<file path="config.mk">
export PLATFORM = sky130hd
export DESIGN_NAME = ebus_pi_requester
export DESIGN_NICKNAME = d
export VERILOG_FILES = /design/src/rtl/ebus_pi_requester.sv
export SDC_FILE = /design/constraint.sdc
export NUM_CORES = 1
export LEC_CHECK = 0
export BUFFER_PORTS_ARGS = -buffer_cell sky130_fd_sc_hd__clkbuf_2
export CAP_MARGIN = 0
export CORE_MARGIN = 8
export CORE_UTILIZATION = 45
export DETAILED_ROUTE_END_ITERATION = 12
export PLACE_DENSITY = 0.9
export SETUP_SLACK_MARGIN = 0.15
export SLEW_MARGIN = 20
export SYNTH_ARGS = -nofsm -noshare
export SYNTH_HDL_FRONTEND = slang
export SYNTH_SLANG_ARGS = --single-unit
</file>
<file path="constraint.sdc">
create_clock -name clk -period 2.8 [get_ports clk]
set_input_delay 0.42 -clock clk [delete_from_list [all_inputs] [get_ports clk]]
set_output_delay 0.42 -clock clk [all_outputs]
set_load 0.005 [all_outputs]
</file>
<file path="src/rtl/ebus_pi_requester.sv">
// ebus_pi_requester: EBUS priority-interrupt requester for one device.
//
// The device posts an interrupt request on int_req. The requester raises its
// PI line at the level assigned by CONO. It answers the PI controller's
// identify cycle with its physical device number. It then delivers the
// device function word in the vector cycle and finally pulses int_ack.
//
// Bit numbering: EBUS bits are named 0..35 with bit 0 the most significant.
// The data buses are declared [35:0], so EBUS bit n lives at index 35-n.
// PI levels 1..7 map onto ebus_pi[6:0] with level 1 at index 6.
//
// Ports:
//   clk, RESET      clock, synchronous active-high reset
//   cono_we         one-cycle CONO strobe; loads cono_pia into the PIA register
//   cono_pia        PI assignment, 0 = disabled
//   int_req         device interrupt request (rising-edge sensitive)
//   vector          device function word, sampled on vector-cycle entry
//   ebus_demand     bus demand from the PI controller
//   ebus_func       EBUS function code (valid with demand)
//   ebus_lvl        PI level being serviced (identify cycles)
//   ebus_data_in    EBUS data in; EBUS bits 7..10 select the device in vector cycles
//   ebus_pi         PI request lines, levels 1..7
//   ebus_xfer       transfer acknowledge
//   ebus_data_out   data driven onto the EBUS
//   ebus_drive      high whenever ebus_data_out is valid
//   int_ack         one-cycle pulse once the vector has been delivered
module ebus_pi_requester #(
  parameter logic [3:0] DEV_NO    = 4'd5,
  parameter logic [2:0] FN_IDENT  = 3'd4,
  parameter logic [2:0] FN_VECTOR = 3'd5,
  parameter logic [7:0] TMO       = 8'd255,
  localparam int unsigned DATA_W  = 36,
  localparam int unsigned PI_W    = 7,
  localparam int unsigned LVL_W   = 3,
  localparam int unsigned TMR_W   = 8
) (
  input  logic              clk,
  input  logic              RESET,
  input  logic              cono_we,
  input  logic [LVL_W-1:0]  cono_pia,
  input  logic              int_req,
  input  logic [DATA_W-1:0] vector,
  input  logic              ebus_demand,
  input  logic [2:0]        ebus_func,
  input  logic [LVL_W-1:0]  ebus_lvl,
  input  logic [DATA_W-1:0] ebus_data_in,
  output logic [PI_W-1:0]   ebus_pi,
  output logic              ebus_xfer,
  output logic [DATA_W-1:0] ebus_data_out,
  output logic              ebus_drive,
  output logic              int_ack
);

  // Identify word: a single one at EBUS bit DEV_NO.
  localparam logic [DATA_W-1:0] IDENT_WORD = 36'h8_0000_0000 >> DEV_NO;

  typedef enum logic [2:0] {
    S_IDLE,
    S_REQ,
    S_IDENT,
    S_WAIT_FN,
    S_VEC,
    S_DONE
  } state_e;

  state_e             state_q, state_d;
  logic [LVL_W-1:0]   pia_q, pia_d;
  logic [LVL_W-1:0]   lvl_q, lvl_d;
  logic [TMR_W-1:0]   timer_q, timer_d;
  logic               latch_q, latch_d;
  logic               pend_q, pend_d;
  logic               int_req_q;

  logic [PI_W-1:0]    pi_d;
  logic               xfer_d;
  logic               drive_d;
  logic [DATA_W-1:0]  data_d;
  logic               ack_d;

  logic               rise_c;
  logic               in_hs_c;
  logic               ident_hit_c;
  logic               vec_hit_c;
  logic               unused_data;

  // Level 1..7 to a one-hot PI pattern; level 0 requests nothing.
  function automatic logic [PI_W-1:0] lvl_decode(input logic [LVL_W-1:0] lvl);
    logic [PI_W-1:0] v;
    v = '0;
    if (lvl != '0) v = 7'b100_0000 >> (lvl - 3'd1);
    return v;
  endfunction

  assign rise_c      = int_req & ~int_req_q;
  assign in_hs_c     = (state_q == S_IDENT) || (state_q == S_WAIT_FN) || (state_q == S_VEC);
  assign ident_hit_c = ebus_demand && (ebus_func == FN_IDENT) && (ebus_lvl == pia_q);
  // EBUS bits 7..10 sit at indices 28..25.
  assign vec_hit_c   = ebus_demand && (ebus_func == FN_VECTOR) &&
                       (ebus_data_in[28:25] == DEV_NO);
  assign unused_data = ^{ebus_data_in[35:29], ebus_data_in[24:0]};

  // Next-state, request bookkeeping and next output values.
  always_comb begin
    state_d = state_q;
    pia_d   = cono_we ? cono_pia : pia_q;
    lvl_d   = lvl_q;
    timer_d = '0;
    latch_d = latch_q;
    pend_d  = pend_q;
    pi_d    = '0;
    xfer_d  = 1'b0;
    drive_d = 1'b0;
    data_d  = '0;
    ack_d   = 1'b0;

    case (state_q)
      S_IDLE: begin
        if (latch_q && (pia_q != '0)) state_d = S_REQ;
      end
      S_REQ: begin
        if (pia_q == '0) begin
          state_d = S_IDLE;
        end else if (ident_hit_c) begin
          state_d = S_IDENT;
          lvl_d   = pia_q;
        end
      end
      S_IDENT: begin
        if (!ebus_demand) state_d = S_WAIT_FN;
      end
      S_WAIT_FN: begin
        if (vec_hit_c) begin
          state_d = S_VEC;
        end else if (timer_q == TMO) begin
          state_d = S_REQ;
        end else begin
          timer_d = (timer_q == '1) ? timer_q : timer_q + 8'd1;
        end
      end
      S_VEC: begin
        if (!ebus_demand) state_d = S_DONE;
      end
      S_DONE: begin
        state_d = S_IDLE;
      end
      default: begin
        state_d = S_IDLE;
      end
    endcase

    // Requests arriving mid-handshake (or on the ack cycle) wait in pend.
    if (state_q == S_DONE) begin
      latch_d = pend_q | rise_c;
      pend_d  = 1'b0;
    end else if (in_hs_c) begin
      pend_d = pend_q | rise_c;
    end else begin
      latch_d = latch_q | rise_c;
    end
    if ((state_d == S_IDLE) && (state_q != S_IDLE) && (state_q != S_DONE)) begin
      latch_d = latch_d | pend_d;
      pend_d  = 1'b0;
    end

    // Outputs follow the next state so they register alongside it.
    case (state_d)
      S_REQ: begin
        pi_d = lvl_decode(pia_d);
      end
      S_IDENT: begin
        pi_d    = lvl_decode(lvl_d);
        xfer_d  = 1'b1;
        drive_d = 1'b1;
        data_d  = IDENT_WORD;
      end
      S_WAIT_FN: begin
        pi_d = lvl_decode(lvl_d);
      end
      S_VEC: begin
        xfer_d  = 1'b1;
        drive_d = 1'b1;
        // Function word is captured once, on entry, and held.
        data_d  = (state_q == S_VEC) ? ebus_data_out : vector;
      end
      S_DONE: begin
        ack_d = 1'b1;
      end
      default: begin
        pi_d = '0;
      end
    endcase
  end

  // State, bookkeeping and output registers.
  always_ff @(posedge clk) begin
    if (RESET) begin
      state_q       <= S_IDLE;
      pia_q         <= '0;
      lvl_q         <= '0;
      timer_q       <= '0;
      latch_q       <= 1'b0;
      pend_q        <= 1'b0;
      int_req_q     <= 1'b0;
      ebus_pi       <= '0;
      ebus_xfer     <= 1'b0;
      ebus_drive    <= 1'b0;
      ebus_data_out <= '0;
      int_ack       <= 1'b0;
    end else begin
      state_q       <= state_d;
      pia_q         <= pia_d;
      lvl_q         <= lvl_d;
      timer_q       <= timer_d;
      latch_q       <= latch_d;
      pend_q        <= pend_d;
      int_req_q     <= int_req;
      ebus_pi       <= pi_d;
      ebus_xfer     <= xfer_d;
      ebus_drive    <= drive_d;
      ebus_data_out <= data_d;
      int_ack       <= ack_d;
    end
  end

endmodule

</file>
==> qor.yml <==
final_layout:
  num-nets-final: 475
  syn_to_final_growth_pct: 30.1
  diodes: 0
  fin_util_pct: 59.1
  fin_area_um2: 3410
  drive_gt1_share_pct: 33.8
power_and_ir_drop:
  leakage_nw: 1.46
  p_int_w: 0.00153
  swShare_pct: 21.5
  vdd_drop_max_v: 0.000303
  combPwrFrac_pct: 5.5
  clockPowerShare_pct: 46.4
  p_per_area_nw_per_um2: 571
  power_switching_w: 0.000419
  seqPwrFrac_pct: 48.1
logic_synthesis:
  synth_nets: 377
  ys_async_sr_fraction_pct: 0
  ys.flop_type: "dfxtp_1"
  ys_seq_area_share_pct: 49.6
  yosys_warnings: 0
  synth-edff-count: 0
  synthTopCellsByArea: "dfxtp_1 50%, a22oi_1 10%, nor2_1 9.3%, nand2_1 2.0%, xnor2_1 2.0%"
  syn_area_per_cell_um2: 9.11
  synthCells: 288
  syn_area_um2: 2630
  synth_top_cell_area_share_pct: 49.6
  yosysTopAreaCell: "dfxtp_1"
  synth_cell_types: 44
  synth_seq_cells: 65
sta:
  fmax_mhz: 392
  rsz0062_at_grt: "false"
  fin_crit_sh_pct: 91.1
  slew_headroom_pct: 71.5
  worst_pin_slew_ns: 0.425
  min_period_ns: 2.55
  tns_ns: 0
  hold_viol: 0
  finalSetupViolCount: 0
  timing.hold.ws_ns: 0.318
  drv_slew: 0
  skew_ns: 0.00773
setup_path:
  start_kind: "register"
  crit_slowest_cell: "or4_1"
  cp_num_buf_inv: 1
  worstPathRequired_ns: 3.06
  worstRegToRegCells: 10
  crit_arrival_ns: 2.81
  end_kind: "register"
  r2r_end: "ebus_pi[2]"
  cp_max_fo: 6
  cp_top_family: "simple AND/OR/NAND/NOR gates"
  r2r_setup_slack_ns: 0.25
  criticalPathCategory: "reg -> reg"
  path_cells: "and2_1 > o2111ai_1 > nor3b_2 > buf_4 > nand2b_1 > nand2_1 > nor2_1 > ha_1 > or4_1 > o22ai_2"
  r2r-start: "pia_q[1]"
  critPathMaxStageDelay_ns: 0.54
die:
  die_h_um: 92.4
  pin_count: 132
  dieArea_um2: 8530
  chipWidth_um: 92.4
  num_rows: 28
  start_util_pct: 45.4
  core_area_um2: 5780
clock_network:
  clk_pin_slew_ns: 0.08
  cts_tree: "yes"
  hold_buffers: 0
  htreeDepth: 3
  cts.path.max_buffers: 2
  worstSkewPairLatency_ns: 0.33
  cts_buffers: 9
  cts.sinks: 65
  cts-root-buf: "clkbuf_8"
global_routing:
  overflow: 0
  grt_antenna_before_repair: 0
  grt_pass1_wl_um: 10800
  grtUsageTotal_pct: 15.3
  grt_max_degree: 37
  grt_pass1_vias: 2498
drt:
  wl_per_cell_um: 14.7
  first_pass_iters: 4
  num_vias: 2520
  drc: 0
  drt_iter0_drc: 89
  vias_per_cell: 5.41
  ant_nets: 0
  wl_um: 6850
min_path:
  min_from: "vector[17]"
  hp-class: "in -> reg"
  hold_depth: 3
  min_to: "ebus_data_out[17]"
placement:
  place_area_um2: 3170
  dp_hpwl_um: 5030
  port_buffers: 99
  routabilityCongestion: 0.896
outcome:
  status: "complete, no violations"
job:
  drv_cap: 0
==> cell families after synthesis <==
group | share of synthesized area [%]
AO/OA/AOI/OAI | 17.3
XOR/XNOR | 3.00
adder cells (fa/ha/maj) | 1.43
buffers and inverters | 3.43
flip-flops | 49.6
multiplexers | 1.95
AND/OR/NAND/NOR | 23.3
==> registers in the layout (all words and copies together), names as in the netlist <==
signal / cells
ebus_data_out: 36
timer_q: 8
ebus_pi: 7
lvl_q: 3
pia_q: 3
state_q: 3
ebus_drive: 1
int_ack: 1
int_req_q: 1
latch_q: 1
pend_q: 1
==> worst max-delay path by stage <==
stage,to,cells past startpoint,startpoint
after floorplan,ebus_pi[2],9,ebus_func[0]
after global placement,ebus_pi[2],10,ebus_func[0]
after detailed placement,ebus_pi[2],10,ebus_func[0]
after CTS,ebus_pi[2],9,pia_q[0]
after global routing,ebus_pi[2],10,pia_q[1]
final,ebus_pi[2],10,pia_q[1]
==> cell type report <==
| cell class | instances | area, um2 |
|---|---|---|
| Fill cell | 520 | 2370 |
| Clock inverter | 5 | 77.6 |
| Timing Repair Buffer | 106 | 548 |
| Sequential cell | 65 | 1300 |
| Tap cell | 75 | 93.8 |
| Clock buffer | 11 | 151 |
| Multi-Input combinational cell | 202 | 1230 |
| Inverter | 2 | 7.51 |
==> what timing repair did <==
item | CTS | global route
resized for setup | 0 | 1
setup buffers | 0 | 2
endpoints found under the setup margin | 0 | 1
==> worst register-to-register path: stages (launching register included) <==
cell,delay [ns]
dfxtp_1,0.44
and2_1,0.21
o2111ai_1,0.17
nor3b_2,0.22
buf_4,0.16
nand2b_1,0.16
nand2_1,0.07
nor2_1,0.11
ha_1,0.27
or4_1,0.54
o22ai_2,0.12
==> placed cells by master, fill, tap and decap left out, types with 4 or more instances in the layout <==
cell type  instances
clkbuf_8          11
a22oi_1           35
nand2b_1           4
o22ai_1            4
xnor2_1            6
nor3_1             4
nor2_1            65
mux2i_1            4
dfxtp_1           64
nand3_1            6
nand2_1           14
buf_4              7
a21oi_1            8
nand3b_1           4
clkbuf_2          99
==> cells in the mapped netlist (3+ instances only) <==
cell,n
nand2b_1,4
o22ai_1,4
xor2_1,3
mux2i_1,4
clkbuf_1,12
a22oi_1,35
nor2b_1,3
o21ai_0,3
dfxtp_1,65
xnor2_1,6
buf_2,6
nand2_1,14
nand3_1,6
nand3b_1,4
nor2_1,65
a21oi_1,8
nor3_1,4
ha_1,3
and3_1,3
nand4_1,3
==> power by group through the flow <==
| stage | Combinational, W | Sequential [W] | Clock [W] |
|---|---|---|---|
| finish | 0.000108 | 0.000937 | 0.000905 |
| global placement | 0.000102 | 0.000957 | 0 |
| global route | 0.000119 | 0.000936 | 0.000961 |
| floorplan | 0.0000544 | 0.000956 | 0 |
| CTS | 0.000108 | 0.000936 | 0.000920 |
| detailed placement | 0.000107 | 0.000957 | 0 |
==> per-stage QoR <==
step | power (W) | std cells | worst slack, ns
after CTS | 0.00196 | 464 | 0.169
after floorplan | 0.00101 | 288 | 0.358
final | 0.00195 | 466 | 0.249
after detailed placement | 0.00106 | 448 | 0.0795
after global placement | 0.00106 | 448 | 0.151
after global routing | 0.00202 | 466 | 0.143
==> metal layers <==
layer	routed length (um)	global-route usage, %
met3	609	6.96
met5	0	0
met4	54	6.04
met2	3470	27.1
met1	2710	15.2
Power figures use the tool's default switching activity.
